==> src/rtl/fcims_pkg.sv <==
// Shared widths, limits and state encoding for the checkout block.
package fcims_pkg;

    localparam int unsigned PRICE_W   = 8;
    localparam int unsigned TOTAL_W   = 12;
    localparam int unsigned CNT_W     = 4;
    localparam int unsigned MAX_ITEMS = 15;

    localparam logic [TOTAL_W-1:0] TOTAL_MAX = '1;

    typedef enum logic [1:0] {
        ST_IDLE   = 2'd0,
        ST_SCAN   = 2'd1,
        ST_PAY    = 2'd2,
        ST_SETTLE = 2'd3
    } state_t;

endpackage

==> src/rtl/fcims_accum.sv <==
// Combinational W-bit add/subtract; flow_c flags carry-out on add or borrow on subtract.
module fcims_accum #(
    parameter int unsigned W = 12
) (
    input  logic [W-1:0] a,
    input  logic [W-1:0] b,
    input  logic         sub,
    output logic [W-1:0] sum_c,
    output logic         flow_c
);

    logic [W:0] ext;

    always_comb begin
        ext = '0;
        if (sub) begin
            ext = {1'b0, a} - {1'b0, b};
        end else begin
            ext = {1'b0, a} + {1'b0, b};
        end
        sum_c  = ext[W-1:0];
        flow_c = ext[W];
    end

endmodule

==> src/rtl/fcims_checkout.sv <==
// Checkout controller: accumulates order prices into a bill, takes payment, reports change or refund.
module fcims_checkout
    import fcims_pkg::*;
(
    input  logic               clk,
    input  logic               reset_n,
    input  logic               item_valid,
    output logic               item_ready,
    input  logic [PRICE_W-1:0] item_price,
    input  logic               item_void,
    input  logic               checkout_req,
    input  logic               pay_valid,
    input  logic [PRICE_W-1:0] pay_amount,
    input  logic               cancel,
    output logic [TOTAL_W-1:0] total,
    output logic [CNT_W-1:0]   item_count,
    output logic [TOTAL_W-1:0] paid,
    output logic               change_valid,
    output logic [TOTAL_W-1:0] change,
    output logic               refund_valid,
    output logic               err,
    output logic               busy
);

    state_t             state_q, state_d;
    logic [TOTAL_W-1:0] total_q, total_d;
    logic [CNT_W-1:0]   count_q, count_d;
    logic [TOTAL_W-1:0] paid_q, paid_d;
    logic [TOTAL_W-1:0] change_q, change_d;
    logic               change_valid_q, change_valid_d;
    logic               refund_valid_q, refund_valid_d;
    logic               err_q, err_d;
    logic               item_ready_q, item_ready_d;
    logic               busy_q, busy_d;

    logic [TOTAL_W-1:0] bill_sum, pay_sum;
    logic               bill_flow, pay_flow;
    logic               item_hs, item_reject;

    fcims_accum #(.W(TOTAL_W)) u_bill (
        .a      (total_q),
        .b      (TOTAL_W'(item_price)),
        .sub    (item_void),
        .sum_c  (bill_sum),
        .flow_c (bill_flow)
    );

    fcims_accum #(.W(TOTAL_W)) u_paid (
        .a      (paid_q),
        .b      (TOTAL_W'(pay_amount)),
        .sub    (1'b0),
        .sum_c  (pay_sum),
        .flow_c (pay_flow)
    );

    assign item_hs     = item_valid & item_ready_q;
    // A void may not drive the bill negative nor remove an order that was never added.
    assign item_reject = bill_flow | (item_void & (count_q == '0));

    always_comb begin
        state_d        = state_q;
        total_d        = total_q;
        count_d        = count_q;
        paid_d         = paid_q;
        change_d       = change_q;
        change_valid_d = 1'b0;
        refund_valid_d = 1'b0;
        err_d          = 1'b0;

        case (state_q)
            ST_IDLE: begin
                paid_d = '0;
                if (item_hs) begin
                    if (item_reject || item_void) begin
                        err_d = 1'b1;
                    end else begin
                        total_d  = bill_sum;
                        count_d  = count_q + CNT_W'(1);
                        change_d = '0;
                        state_d  = ST_SCAN;
                    end
                end
            end
            ST_SCAN: begin
                if (cancel) begin
                    total_d = '0;
                    count_d = '0;
                    paid_d  = '0;
                    state_d = ST_IDLE;
                end else if (item_hs) begin
                    if (item_reject) begin
                        err_d = 1'b1;
                    end else begin
                        total_d = bill_sum;
                        count_d = item_void ? count_q - CNT_W'(1) : count_q + CNT_W'(1);
                    end
                end else if (checkout_req && (total_q != '0)) begin
                    state_d = ST_PAY;
                end
            end
            ST_PAY: begin
                // Paid stays visible during the refund pulse; IDLE clears it a cycle later.
                if (cancel) begin
                    total_d        = '0;
                    count_d        = '0;
                    refund_valid_d = 1'b1;
                    state_d        = ST_IDLE;
                end else if (paid_q >= total_q) begin
                    state_d = ST_SETTLE;
                end else if (pay_valid) begin
                    paid_d = pay_flow ? TOTAL_MAX : pay_sum;
                end
            end
            ST_SETTLE: begin
                change_d       = paid_q - total_q;
                change_valid_d = 1'b1;
                total_d        = '0;
                count_d        = '0;
                paid_d         = '0;
                state_d        = ST_IDLE;
            end
            default: state_d = ST_IDLE;
        endcase

        item_ready_d = ((state_d == ST_IDLE) || (state_d == ST_SCAN)) &&
                       (count_d < CNT_W'(MAX_ITEMS));
        busy_d       = (state_d != ST_IDLE);
    end

    always_ff @(posedge clk or negedge reset_n) begin
        if (!reset_n) begin
            state_q        <= ST_IDLE;
            total_q        <= '0;
            count_q        <= '0;
            paid_q         <= '0;
            change_q       <= '0;
            change_valid_q <= 1'b0;
            refund_valid_q <= 1'b0;
            err_q          <= 1'b0;
            item_ready_q   <= 1'b1;
            busy_q         <= 1'b0;
        end else begin
            state_q        <= state_d;
            total_q        <= total_d;
            count_q        <= count_d;
            paid_q         <= paid_d;
            change_q       <= change_d;
            change_valid_q <= change_valid_d;
            refund_valid_q <= refund_valid_d;
            err_q          <= err_d;
            item_ready_q   <= item_ready_d;
            busy_q         <= busy_d;
        end
    end

    assign item_ready   = item_ready_q;
    assign total        = total_q;
    assign item_count   = count_q;
    assign paid         = paid_q;
    assign change_valid = change_valid_q;
    assign change       = change_q;
    assign refund_valid = refund_valid_q;
    assign err          = err_q;
    assign busy         = busy_q;

endmodule

==> config.mk <==
export PLATFORM = sky130hd
export DESIGN_NAME = fcims_checkout
export DESIGN_NICKNAME = d
export VERILOG_FILES = /design/src/rtl/fcims_pkg.sv /design/src/rtl/fcims_accum.sv /design/src/rtl/fcims_checkout.sv
export SDC_FILE = /design/constraint.sdc
export NUM_CORES = 1
export LEC_CHECK = 0
export BUFFER_PORTS_ARGS = -buffer_cell sky130_fd_sc_hd__buf_4
export CAP_MARGIN = 0
export CORE_ASPECT_RATIO = 0.5
export CORE_MARGIN = 5
export CORE_UTILIZATION = 25
export DETAILED_ROUTE_END_ITERATION = 6
export GPL_TIMING_DRIVEN = 0
export PLACE_DENSITY = 0.39
export SLEW_MARGIN = 15
export SYNTH_ARGS = -nofsm -noshare
export SYNTH_HDL_FRONTEND = slang
export SYNTH_SLANG_ARGS = --single-unit
==> constraint.sdc <==
create_clock -name clk -period 4.1 [get_ports clk]
set_clock_uncertainty 0.15 [all_clocks]
set_input_delay 0.82 -clock clk [delete_from_list [all_inputs] [get_ports clk]]
set_output_delay 0.82 -clock clk [all_outputs]
set_load 0.03 [all_outputs]
# Yosys cells after proc, flatten, opt, wreduce, memory -nomap -nowiden
# Cells that the tools add are included.
[word_totals]
input_bits = 23
out_inout_bits = 45
register_bits = 47
wordCells = 89
[classes]
mux = 41
eq_ne = 13
n_lt_le_gt_ge = 2
addsub = 6
bitwise = 3
reduce_logical = 14
[ops]
columns = ["op", "count"]
rows = [
  ["12-bit two-way mux", 12],
  ["12-bit one-hot mux with 4 select lines", 1],
  ["12-bit one-hot mux with 3 select lines", 1],
  ["4-bit two-way mux", 7],
  ["12-bit by 8-bit adder with 13-bit output", 2],
  ["12-bit one-hot mux with 2 select lines", 1],
  ["4-bit one-hot mux with 4 select lines", 1],
  ["2-bit two-way mux", 7],
  ["2-bit inequality test (second input constant)", 7],
  ["13-bit two-way mux", 1],
  ["12-bit by 8-bit subtractor with 13-bit output", 1],
  ["12-bit greater-or-equal comparator", 1],
  ["12-bit nonzero test", 1],
  ["12-bit subtractor", 1],
  ["1-bit two-way mux", 8],
  ["2-bit one-hot mux with 4 select lines", 1],
  ["3-bit inequality test (second input constant)", 2],
  ["5-bit AND reduction", 1],
  ["4-bit by 1-bit adder with 4-bit output (second input constant)", 1],
  ["2-bit by 1-bit equality test with 1-bit output (second input constant)", 2],
  ["2-bit equality test (second input constant)", 2],
  ["2-bit logical NOT", 2],
  ["4-bit logical NOT", 1],
  ["4-bit less-than comparator (second input constant)", 1],
  ["10 further kinds", 14],
]

# Longest topological paths before layout
# Gate-level depths: netlist of the first run.
[logic_depth]
ltp_word = 10
mapped_depth = 16
depth_no_buf = 15

# Modules after synthesis
# A second synthesis of the first run with hierarchy kept.
[unflattened]
cells_unflattened = 518
area_unflattened_um2 = 4394.2
[modules_own_cells]
columns = ["module", "area_per_inst_um2", "seq_area_each_um2", "cells_each", "instances"]
rows = [
  ["fcims_checkout", 2793.9, 1177.4, 293, 1],
  ["fcims_accum at u_bill", 828.3, 0.0, 120, 1],
  ["fcims_accum at u_paid", 772.0, 0.0, 105, 1],
]

# Worst setup path before layout of the first run
# Ideal clock, no wire load.
[synth_timing]
path_kind = "input -> register"
start = "input port item_void"
end = "register item_ready_q, in the netlist item_ready"
stages = 11
path_buffers = 1
setup_time_ps = 78
required_time_ps = 3872
setup_slack_ps = 213
arrival_time_ps = 3659
cell_sequence = "clkbuf_1 mux2_2 fa_1 nand2b_1 a21o_1 a211o_1 a221oi_4 nand2_4 a221o_1 a32o_1 a41oi_2"
[synth_between]
word_cells_on_any_way = 19
classes_between = "1 x order compare; 1 x eq/ne; 11 x mux; 2 x bitwise; 4 x reduce/logical"
[synth_lines]
columns = ["element", "line_no", "source"]
rows = [
  ["from (decl)", "fcims_checkout.sv:10", "input logic item_void,"],
  ["13-bit two-way mux or 1-bit AND (tied branches)", "fcims_accum.sv:16, fcims_checkout.sv:58", ""],
  ["1-bit bitwise OR", "fcims_checkout.sv:58", "assign item_reject = bill_flow | (item_void & (count_q == '0));"],
  ["4-bit two-way mux or 1-bit logical OR (tied branches)", "fcims_checkout.sv:91, fcims_checkout.sv:74", ""],
  ["4-bit two-way mux, on equally long branches", "fcims_checkout.sv:90, fcims_checkout.sv:74", ""],
  ["4-bit two-way mux, on equally long branches", "fcims_checkout.sv:85, fcims_checkout.sv:73", ""],
  ["4-bit one-hot mux with 4 select lines *", "fcims_checkout.sv:70", "case (state_q)"],
  ["net count_d[0]", "fcims_checkout.sv:27", "logic [CNT_W-1:0] count_q, count_d;"],
  ["4-bit less-than comparator *", "fcims_checkout.sv:126", "(count_d < CNT_W'(MAX_ITEMS));"],
  ["1-bit logical AND *", "fcims_checkout.sv:125", "item_ready_d = ((state_d == ST_IDLE) || (state_d == ST_SCAN)) &&"],
  ["net item_ready_d", "fcims_checkout.sv:33", "logic item_ready_q, item_ready_d;"],
  ["to (signal assigned)", "fcims_checkout.sv:151", "item_ready_q <= item_ready_d;"],
  ["to (decl)", "fcims_checkout.sv:33", ""],
]
# The timed path passes the listed nets; every way through them passes the cells marked *.
# A chain may end at the register's enable or synchronous reset.

# Worst setup path in the final report of the first run
[layout_timing]
start = "input port item_price[0]"
end = "register item_ready_q, in the netlist item_ready"
[layout_between]
word_cells_on_any_way = 19
classes_between = "2 x add/sub; 1 x order compare; 1 x eq/ne; 10 x mux; 1 x bitwise; 4 x reduce/logical"
[layout_lines]
columns = ["element", "line_no", "source"]
rows = [
  ["from (decl)", "fcims_checkout.sv:9", "input logic [PRICE_W-1:0] item_price,"],
  ["12-bit by 8-bit adder with 13-bit output or 12-bit by 8-bit subtractor with 13-bit output (tied branches)", "fcims_accum.sv:19, fcims_accum.sv:17", ""],
  ["13-bit two-way mux *", "fcims_accum.sv:16", "if (sub) begin"],
  ["1-bit bitwise OR *", "fcims_checkout.sv:58", ""],
  ["4-bit two-way mux or 1-bit logical OR (tied branches)", "fcims_checkout.sv:91, fcims_checkout.sv:74", ""],
  ["4-bit two-way mux, on equally long branches", "fcims_checkout.sv:90, fcims_checkout.sv:74", ""],
  ["4-bit two-way mux, on equally long branches", "fcims_checkout.sv:85, fcims_checkout.sv:73", ""],
  ["4-bit one-hot mux with 4 select lines *", "fcims_checkout.sv:70", ""],
  ["net count_d[2]", "fcims_checkout.sv:27", ""],
  ["4-bit less-than comparator *", "fcims_checkout.sv:126", ""],
  ["1-bit logical AND *", "fcims_checkout.sv:125", ""],
  ["net item_ready_d", "fcims_checkout.sv:33", ""],
]
# Marks and branches as above.

==> metrics.log, run 1 <==
[metrics] post-layout min period: slightly below 4 ns
[metrics] status: complete, no violations
[metrics] Crit-path slowest cell: fa_1
[metrics] Initial Utilization: 0.2573
[metrics] maximum clock frequency: ~250 MHz
[metrics] CTS tree: yes
[metrics] largest driver fanout on the critical path: 3
[metrics] Post-Synthesis Mean Instance Area: ~8.6 um2
[metrics] fraction of synthesized cell area in xor and xnor cells: 0.06536
[metrics] Via density: between 4 and 5
[metrics] Post-Place Cells: 700
[metrics] synthesized cell area: about 3800 um2
[metrics] power density normalized to cell area: between 500 and 600 nW/um2
[metrics] placed wire-length estimate: 9106 um
[metrics] IR Drop Worst-Case VDD: roughly 0.19 mV
[metrics] RD Place Congestion: 0.8344
[metrics] crit-path cells: buf_4, inv_1, ha_1, mux2_2, fa_1, nand2b_1, a21o_1, a211o_1, a221oi_4, buf_4, nand3_1, and3_1, a211o_1, a41oi_2
[metrics] register area share after synthesis: 0.3138
[metrics] start-to-end type of the worst setup path: input port to flop
[metrics] area of the multi-input gates: between 2000 and 2500 um2
[metrics] wire length of the first global-routing pass: around 19000 um
[metrics] number of enable-type register cells in the synthesized netlist: 0
[metrics] yosys synthesis warning count: 0
[metrics] die height: just under 100 um
[metrics] leftover overflow at the end of global routing: 0
[metrics] main combinational cell family by area after synthesis: compound AO/OA/AOI/OAI gates
[metrics] setup repair after global routing missed its margin: no
[metrics] ratio of cells with drive above 1 in the final layout: 0.1843
[metrics] Final Max Slew Viols: 0
[metrics] smallest hold slack: between 0.3 and 0.4 ns
[metrics] number of DRC violations after detailed-routing iteration 0: 131
[metrics] final-layout fill cell count: 1641
[metrics] number of standard cells after synthesis: about 440
[metrics] Synth Area in Simple Gates: 0.1884
[metrics] antenna violations before repair: 0
[metrics] maximum level of the CTS H-tree: 2
[metrics] sequential standard cell area: roughly 1200 um2
[metrics] count of different cell masters after synthesis: a little under 60
[metrics] count of port buffers added during placement: 67
[metrics] worst slew pin tran: between 0.6 and 0.7 ns
[metrics] horizontal extent of the die: 183.3 um
[metrics] flop-to-flop setup slack: 0.52 ns
[metrics] endpoint type of the worst setup path: flop
[metrics] Primary FF master, synth: dfrtp_1
[metrics] type of element launching the critical path: input port
[metrics] pin count of the biggest net entering global routing: 48
[metrics] path type of the worst min-delay path: flop to flop
[metrics] fraction of the core area covered by cells at the end of the flow: 0.3209
[metrics] routed wire length per instance: around 16 um
[metrics] Antenna Diode Count: 0
[metrics] clock latency reported for the late side of the worst-skew pair: approximately 0.29 ns
[metrics] Inserted Clock Buffers: 5
[metrics] buffers from clock root to sink, at most: 2
[metrics] final setup fails: 0
[metrics] count of endpoints failing hold in the final timing report: 0
[metrics] DR pass1 iterations: 4
[metrics] leakage: approximately 0.0023 uW
[metrics] Vias: 3405
[metrics] # rows: 31
[metrics] Relative slew margins: 0.5412
[metrics] area growth from synthesis to layout: 24.71%
[metrics] max-cap violation count: 0
[metrics] CP Data Required Time: around 4.2 ns
[metrics] drt total wl: roughly 12000 um
[metrics] Clock Sink Count: 47
[metrics] overall power after layout: about 2700 uW
[metrics] Clock Tree Root: clkbuf_16
[metrics] share of cell area taken by muxes after synthesis: 0.005669
[metrics] final critical-path share of the clock period: 0.9569
[metrics] Net count, final: 570
[metrics] DIE AREA: between 15000 and 20000 um2
[metrics] slowest stage delay, CP: a little over 0.4 ns
[metrics] number of ports placed on the die boundary: 68
[metrics] share of synthesized registers carrying an async set or reset: 1.000
[metrics] number of global-route vias before repair: between 3000 and 4000
[metrics] final non-filler cell total: ~710
[metrics] final setup TNS: 0 ns
[metrics] FF+latch count, synth: 47
[metrics] placeable core region: about 15000 um2
[metrics] post-route ant nets: 0
[metrics] overall fraction of global-route tracks in use: 0.1317
[metrics] data arrival time at the worst-slack endpoint: around 4.0 ns
[metrics] Clock transition at path regs: roughly 0.060 ns
[metrics] count of hold-fix buffers inserted at cts: 0
[metrics] Compound-Gate Fraction of Synth Area: 0.2508
[metrics] DRC: 0
[metrics] syn nets: roughly 500
[metrics] post-synthesis share of cell area spent on full adders, half adders and majority gates: 0.1327
## Yosys cell counts, types with 4 or more instances
cell type / instances / area (um2)
nor3_1: 8 / 40.04
and3_1: 4 / 25.02
a22o_1: 11 / 96.34
nand2_1: 45 / 168.9
o21a_1: 10 / 75.07
or3_1: 6 / 37.54
ha_1: 35 / 437.9
nand3_1: 9 / 45.04
nor2_1: 38 / 142.6
inv_1: 36 / 135.1
a21o_1: 12 / 90.09
nand2b_1: 6 / 37.54
xnor2_1: 21 / 183.9
o22ai_1: 5 / 31.28
nor4_1: 4 / 25.02
dfrtp_1: 46 / 1151
o21ai_0: 29 / 145.1
nor2b_1: 6 / 37.54
clkbuf_1: 6 / 22.52
a21oi_1: 25 / 125.1
xor2_1: 7 / 61.31
## where the power goes
part	switching [uW]	internal, uW	leakage, uW
clock network	186	226	0.0000669
registers	140	568	0.000634
logic	919	644	0.00155
## path summary, 6_finish.rpt
kind,startpoint,to,depth (start not counted)
min in group asynchronous,reset_n,total[5]$_DFFE_PN0P_,1
min,change[4]$_DFFE_PN0P_,change[4]$_DFFE_PN0P_,2
max,item_price[0],item_ready$_DFF_PN1_,14
max reg2reg,paid[0]$_DFFE_PN0P_,paid[9]$_DFFE_PN0P_,12
max in group asynchronous,reset_n,change[3]$_DFFE_PN0P_,1
min reg2reg,change[4]$_DFFE_PN0P_,change[4]$_DFFE_PN0P_,2
## through the flow
| stage | cell area, um2 | setup slack (ns) |
|---|---|---|
| after floorplan | 3752 | 0.2127 |
| after global placement | 4503 | -0.6920 |
| after detailed placement | 4503 | -0.6377 |
| after global routing | 4679 | 0.005251 |
| after CTS | 4647 | 0.09565 |
| final | 4679 | 0.1768 |
## cell type report
class	instances	share of cell area
plain buffers	6	0.006150
clock inverters	2	0.002674
well taps	198	0.05294
clock buffers	6	0.02754
multi-input cells	345	0.5211
inverters	36	0.02888
flip-flops and latches	47	0.2516
repair buffers	68	0.1091
## registers in the layout, summed over array words and instances (netlist names)
register / flops
change: 12
total: 12
err: 1
paid: 12
state_q: 2
item_ready: 1
item_count: 4
busy: 1
refund_valid: 1
change_valid: 1
## worst max-delay path, delay by kind of cell
kind                     cells  cell delay [ns]
buffers and inverters        3             0.32
AND/OR/NAND/NOR              3             0.50
multiplexers                 1             0.29
AO/OA/AOI/OAI                5             1.38
adder cells (fa/ha/maj)      2             0.68
## repair_timing
action,in CTS,in global routing
pin swaps,0,1
setup endpoints to repair,24,25
resized for setup,2,8
buffers inserted,0,1
## routing by layer
layer  wire [um]  up-vias  global-route usage
met5           0        -                   0
met4          96        0             0.02403
met3         340       10             0.02286
met2        4759       50              0.1944
met1        6399     1627              0.2013
li1            -     1718                   -
## cells by family (layout without fill, tap and decap cells)
group           after synthesis  in the layout
compound gates              136            136
xor+xnor                     28             28
fa+ha+maj                    38             38
buf+inv                      43            118
flops                        47             47
mux                           2              2
simple gates                141            141
## cell usage in the layout, fill, tap and decap left out, types with 4 or more instances in the layout
cell	count
dfrtp_1	46
a21oi_1	25
ha_1	35
nand2b_1	5
a21o_1	12
clkbuf_1	4
nor3_1	7
nor4_1	4
o21ai_0	29
or3_1	6
xnor2_1	21
clkbuf_16	5
nand2_1	45
buf_4	69
and3_1	4
nor2b_1	6
o21a_1	10
nand3_1	8
a22o_1	11
xor2_1	7
o22ai_1	5
inv_1	36
nor2_1	38
(Power assumes the default switching activity.)
==> inputs of run 2 (changes only) <==
--- a/config.mk
+++ b/config.mk
@@ -8,10 +8,8 @@
 export BUFFER_PORTS_ARGS = -buffer_cell sky130_fd_sc_hd__buf_4
 export CAP_MARGIN = 0
 export CORE_ASPECT_RATIO = 0.5
-export CORE_MARGIN = 5
 export CORE_UTILIZATION = 25
 export DETAILED_ROUTE_END_ITERATION = 6
-export GPL_TIMING_DRIVEN = 0
 export PLACE_DENSITY = 0.39
 export SLEW_MARGIN = 15
 export SYNTH_ARGS = -nofsm -noshare
==> metrics.log, run 2 (same netlist as run 1, synthesis figures left out) <==
[metrics] status: complete, no violations
[metrics] clock power share: 0.159 (+0.006)
[metrics] number of DRC violations after detailed-routing iteration 0: 181 (+38%)
[metrics] power density normalized to cell area: 576.8 nW/um2 (+0.66%)
[metrics] maximum level of the CTS H-tree: 2 (unchanged)
[metrics] type of element launching the critical path: input port
[metrics] number of global-route vias before repair: 3307 (-2.6%)
[metrics] drt total wl: 11540 um (-0.50%)
[metrics] start-to-end type of the worst setup path: input port to flop
[metrics] max-cap violation count: 0 (unchanged)
[metrics] power share of the combinational group: 0.589 (+0.006)
[metrics] number of ports placed on the die boundary: 68 (unchanged)
[metrics] overall fraction of global-route tracks in use: 0.1530 (+0.02130)
[metrics] worst slew pin tran: 0.6384 ns (-0.04851 ns)
[metrics] Buffers & Inverters on Critical Path: 2 (-1)
[metrics] Initial Utilization: 0.2580 (+0.0006861)
[metrics] Clock Sink Count: 47 (unchanged)
[metrics] path type of the worst min-delay path: flop to flop
[metrics] final non-filler cell total: 731 (+3.2%)
[metrics] Antenna Diode Count: 0 (unchanged)
[metrics] buffers from clock root to sink, at most: 2 (unchanged)
[metrics] clock latency reported for the late side of the worst-skew pair: 0.29 ns (about the same)
[metrics] antenna violations before repair: 0 (unchanged)
[metrics] Post-Place Cells: 723 (+3.3%)
[metrics] DIE AREA: 15530 um2 (-12%)
[metrics] post-layout min period: 3.781 ns (-0.1418 ns)
[metrics] final-layout fill cell count: 1553 (-5.4%)
[metrics] crit-path cells: buf_4, nor3_1, buf_4, nor2_1, xnor2_1, ha_1, o211ai_1, a21o_1, a211o_1, a221oi_4, nand2_4, a221o_1, a32o_1, a41oi_2
[metrics] placeable core region: 14550 um2 (-0.27%)
[metrics] count of hold-fix buffers inserted at cts: 0 (unchanged)
[metrics] Crit-path slowest cell: a221oi_4
[metrics] placed wire-length estimate: 9134 um (+0.30%)
[metrics] routed wire length per instance: 15.78 um (-3.6%)
[metrics] DRC: 0 (unchanged)
[metrics] Setup Fix Bufs, Post-CTS: 0 (unchanged)
[metrics] leftover overflow at the end of global routing: 0 (unchanged)
[metrics] DR pass1 iterations: 4 (unchanged)
[metrics] smallest hold slack: 0.3332 ns (+0.005282 ns)
[metrics] RD Place Congestion: 0.7866 (-5.7%)
[metrics] wire length of the first global-routing pass: 18220 um (-3.5%)
[metrics] setup repair after global routing missed its margin: no
[metrics] die height: 88.63 um (-8.3%)
[metrics] largest driver fanout on the critical path: 5 (+2)
[metrics] # rows: 31 (unchanged)
[metrics] final setup TNS: 0 ns (unchanged)
[metrics] design internal power: 1543 uW (+7.4%)
[metrics] switching fraction of total power: 0.4497 (-0.01437)
[metrics] post-route ant nets: 0 (unchanged)
[metrics] CP Data Required Time: 4.17 ns (about the same)
[metrics] horizontal extent of the die: 175.3 um (-4.4%)
[metrics] pin count of the biggest net entering global routing: 48 (unchanged)
[metrics] sequential standard cell area: 1177 um2 (unchanged)
[metrics] Relative slew margins: 0.5744 (+0.03318)
[metrics] final setup fails: 0 (unchanged)
[metrics] total net switching power: 1261 uW (+1.3%)
[metrics] commonest cells after routing, fill and taps aside: 97 x buf_4, 46 x dfrtp_1, 45 x nand2_1
[metrics] area of the multi-input gates: 2412 um2 (-1.1%)
[metrics] leading cell type in the layout, fill and taps excluded: buf_4
[metrics] Vias: 3458 (+1.6%)
[metrics] endpoint type of the worst setup path: flop
[metrics] ratio of cells with drive above 1 in the final layout: 0.2195 (+0.03520)
[metrics] data arrival time at the worst-slack endpoint: 3.85 ns (-0.14 ns)
[metrics] maximum clock frequency: 264.5 MHz (+3.8%)
[metrics] number of resized instances in the post-cts repair step: 0 (-2)
[metrics] count of endpoints failing hold in the final timing report: 0 (unchanged)
[metrics] CTS tree: yes
[metrics] leakage: 0.002381 uW (+5.8%)
[metrics] Inserted Clock Buffers: 5 (unchanged)
[metrics] final critical-path share of the clock period: 0.9223 (-0.03459)
[metrics] most frequent CP cell: buf_4
[metrics] Net count, final: 593 (+4.0%)
[metrics] slowest stage delay, CP: 0.39 ns (-0.02 ns)
[metrics] count of port buffers added during placement: 67 (unchanged)
[metrics] IR Drop Worst-Case VDD: 0.1962 mV (+2.5%)
[metrics] Final Max Slew Viols: 0 (unchanged)
[metrics] Clock transition at path regs: 0.07 ns (about the same)
[metrics] kind of cell with the highest combined delay on the critical path: compound AO/OA/AOI/OAI gates
[metrics] area growth from synthesis to layout: 29.54%
[metrics] Seq pwr share: 0.252 (-0.012)
[metrics] Via density: 4.731 (-1.6%)
[metrics] Clock Tree Root: clkbuf_16
## run 2: cell types whose count changed in the layout (fill, tap and decap cells not counted), sizes merged
cell | previous run | this run
clkbuf | 11 | 7
clkinv | 1 | 0
buf | 69 | 97
## run 2: layer usage
metal / vias to the layer above / global-route usage / wire (um)
met3: 8 / 0.02105 / 336
met5: - / 0 / 0
met1: 1639 / 0.2352 / 6572
li1: 1764 / - / -
met2: 47 / 0.2233 / 4543
met4: 0 / 0.03399 / 85
## run 2: area by class of cell
class,count,share of cell area
clock buffer,7,0.03140
clock inverter,1,0.001544
inverter,36,0.02780
multi-input combinational,345,0.4963
sequential,47,0.2422
tap,198,0.05097
timing repair buffer,97,0.1498
## run 2: worst reg2reg max path: stages (launching register included)
cell,delay [ns]
dfrtp_1,0.41
inv_1,0.14
ha_1,0.19
inv_1,0.05
fa_1,0.41
a21o_1,0.19
a2111oi_0,0.44
o21ai_1,0.20
a2111oi_0,0.43
o21ai_1,0.13
buf_4,0.20
nor4b_1,0.33
nor2_1,0.09
## run 2: path summary, 6_finish.rpt
path / from / end / slack (ns) / depth (start not counted)
min in group asynchronous: reset_n / paid[4]$_DFFE_PN0P_ / 0.39 / 1
hold / removal: change[2]$_DFFE_PN0P_ / change[2]$_DFFE_PN0P_ / 0.33 / 2
setup reg to reg: paid[0]$_DFFE_PN0P_ / paid[9]$_DFFE_PN0P_ / 0.62 / 12
hold reg to reg: change[2]$_DFFE_PN0P_ / change[2]$_DFFE_PN0P_ / 0.33 / 2
max in group asynchronous: reset_n / change[2]$_DFFE_PN0P_ / 2.97 / 1
setup / recovery: item_price[1] / item_ready$_DFF_PN1_ / 0.32 / 14
## run 2: power by group through the flow
stage / Clock (uW) / Combinational, uW / Sequential, uW
global route: 478 / 1820 / 725
floorplan: 0 / 924 / 858
CTS: 464 / 1670 / 708
global placement: 0 / 1690 / 718
detailed placement: 0 / 1660 / 717
finish: 447 / 1650 / 705
## run 2: metrics by stage
stage	power [uW]	cell area, um2	util	setup slack, ns
after floorplan	1781	3752	-	0.2127
after global placement	2403	4701	0.3232	0.03257
after detailed placement	2372	4701	0.3232	0.01308
after CTS	2839	4861	0.3342	0.3183
after global routing	3026	4861	0.3342	0.1284
final	2804	4861	0.3342	0.3186
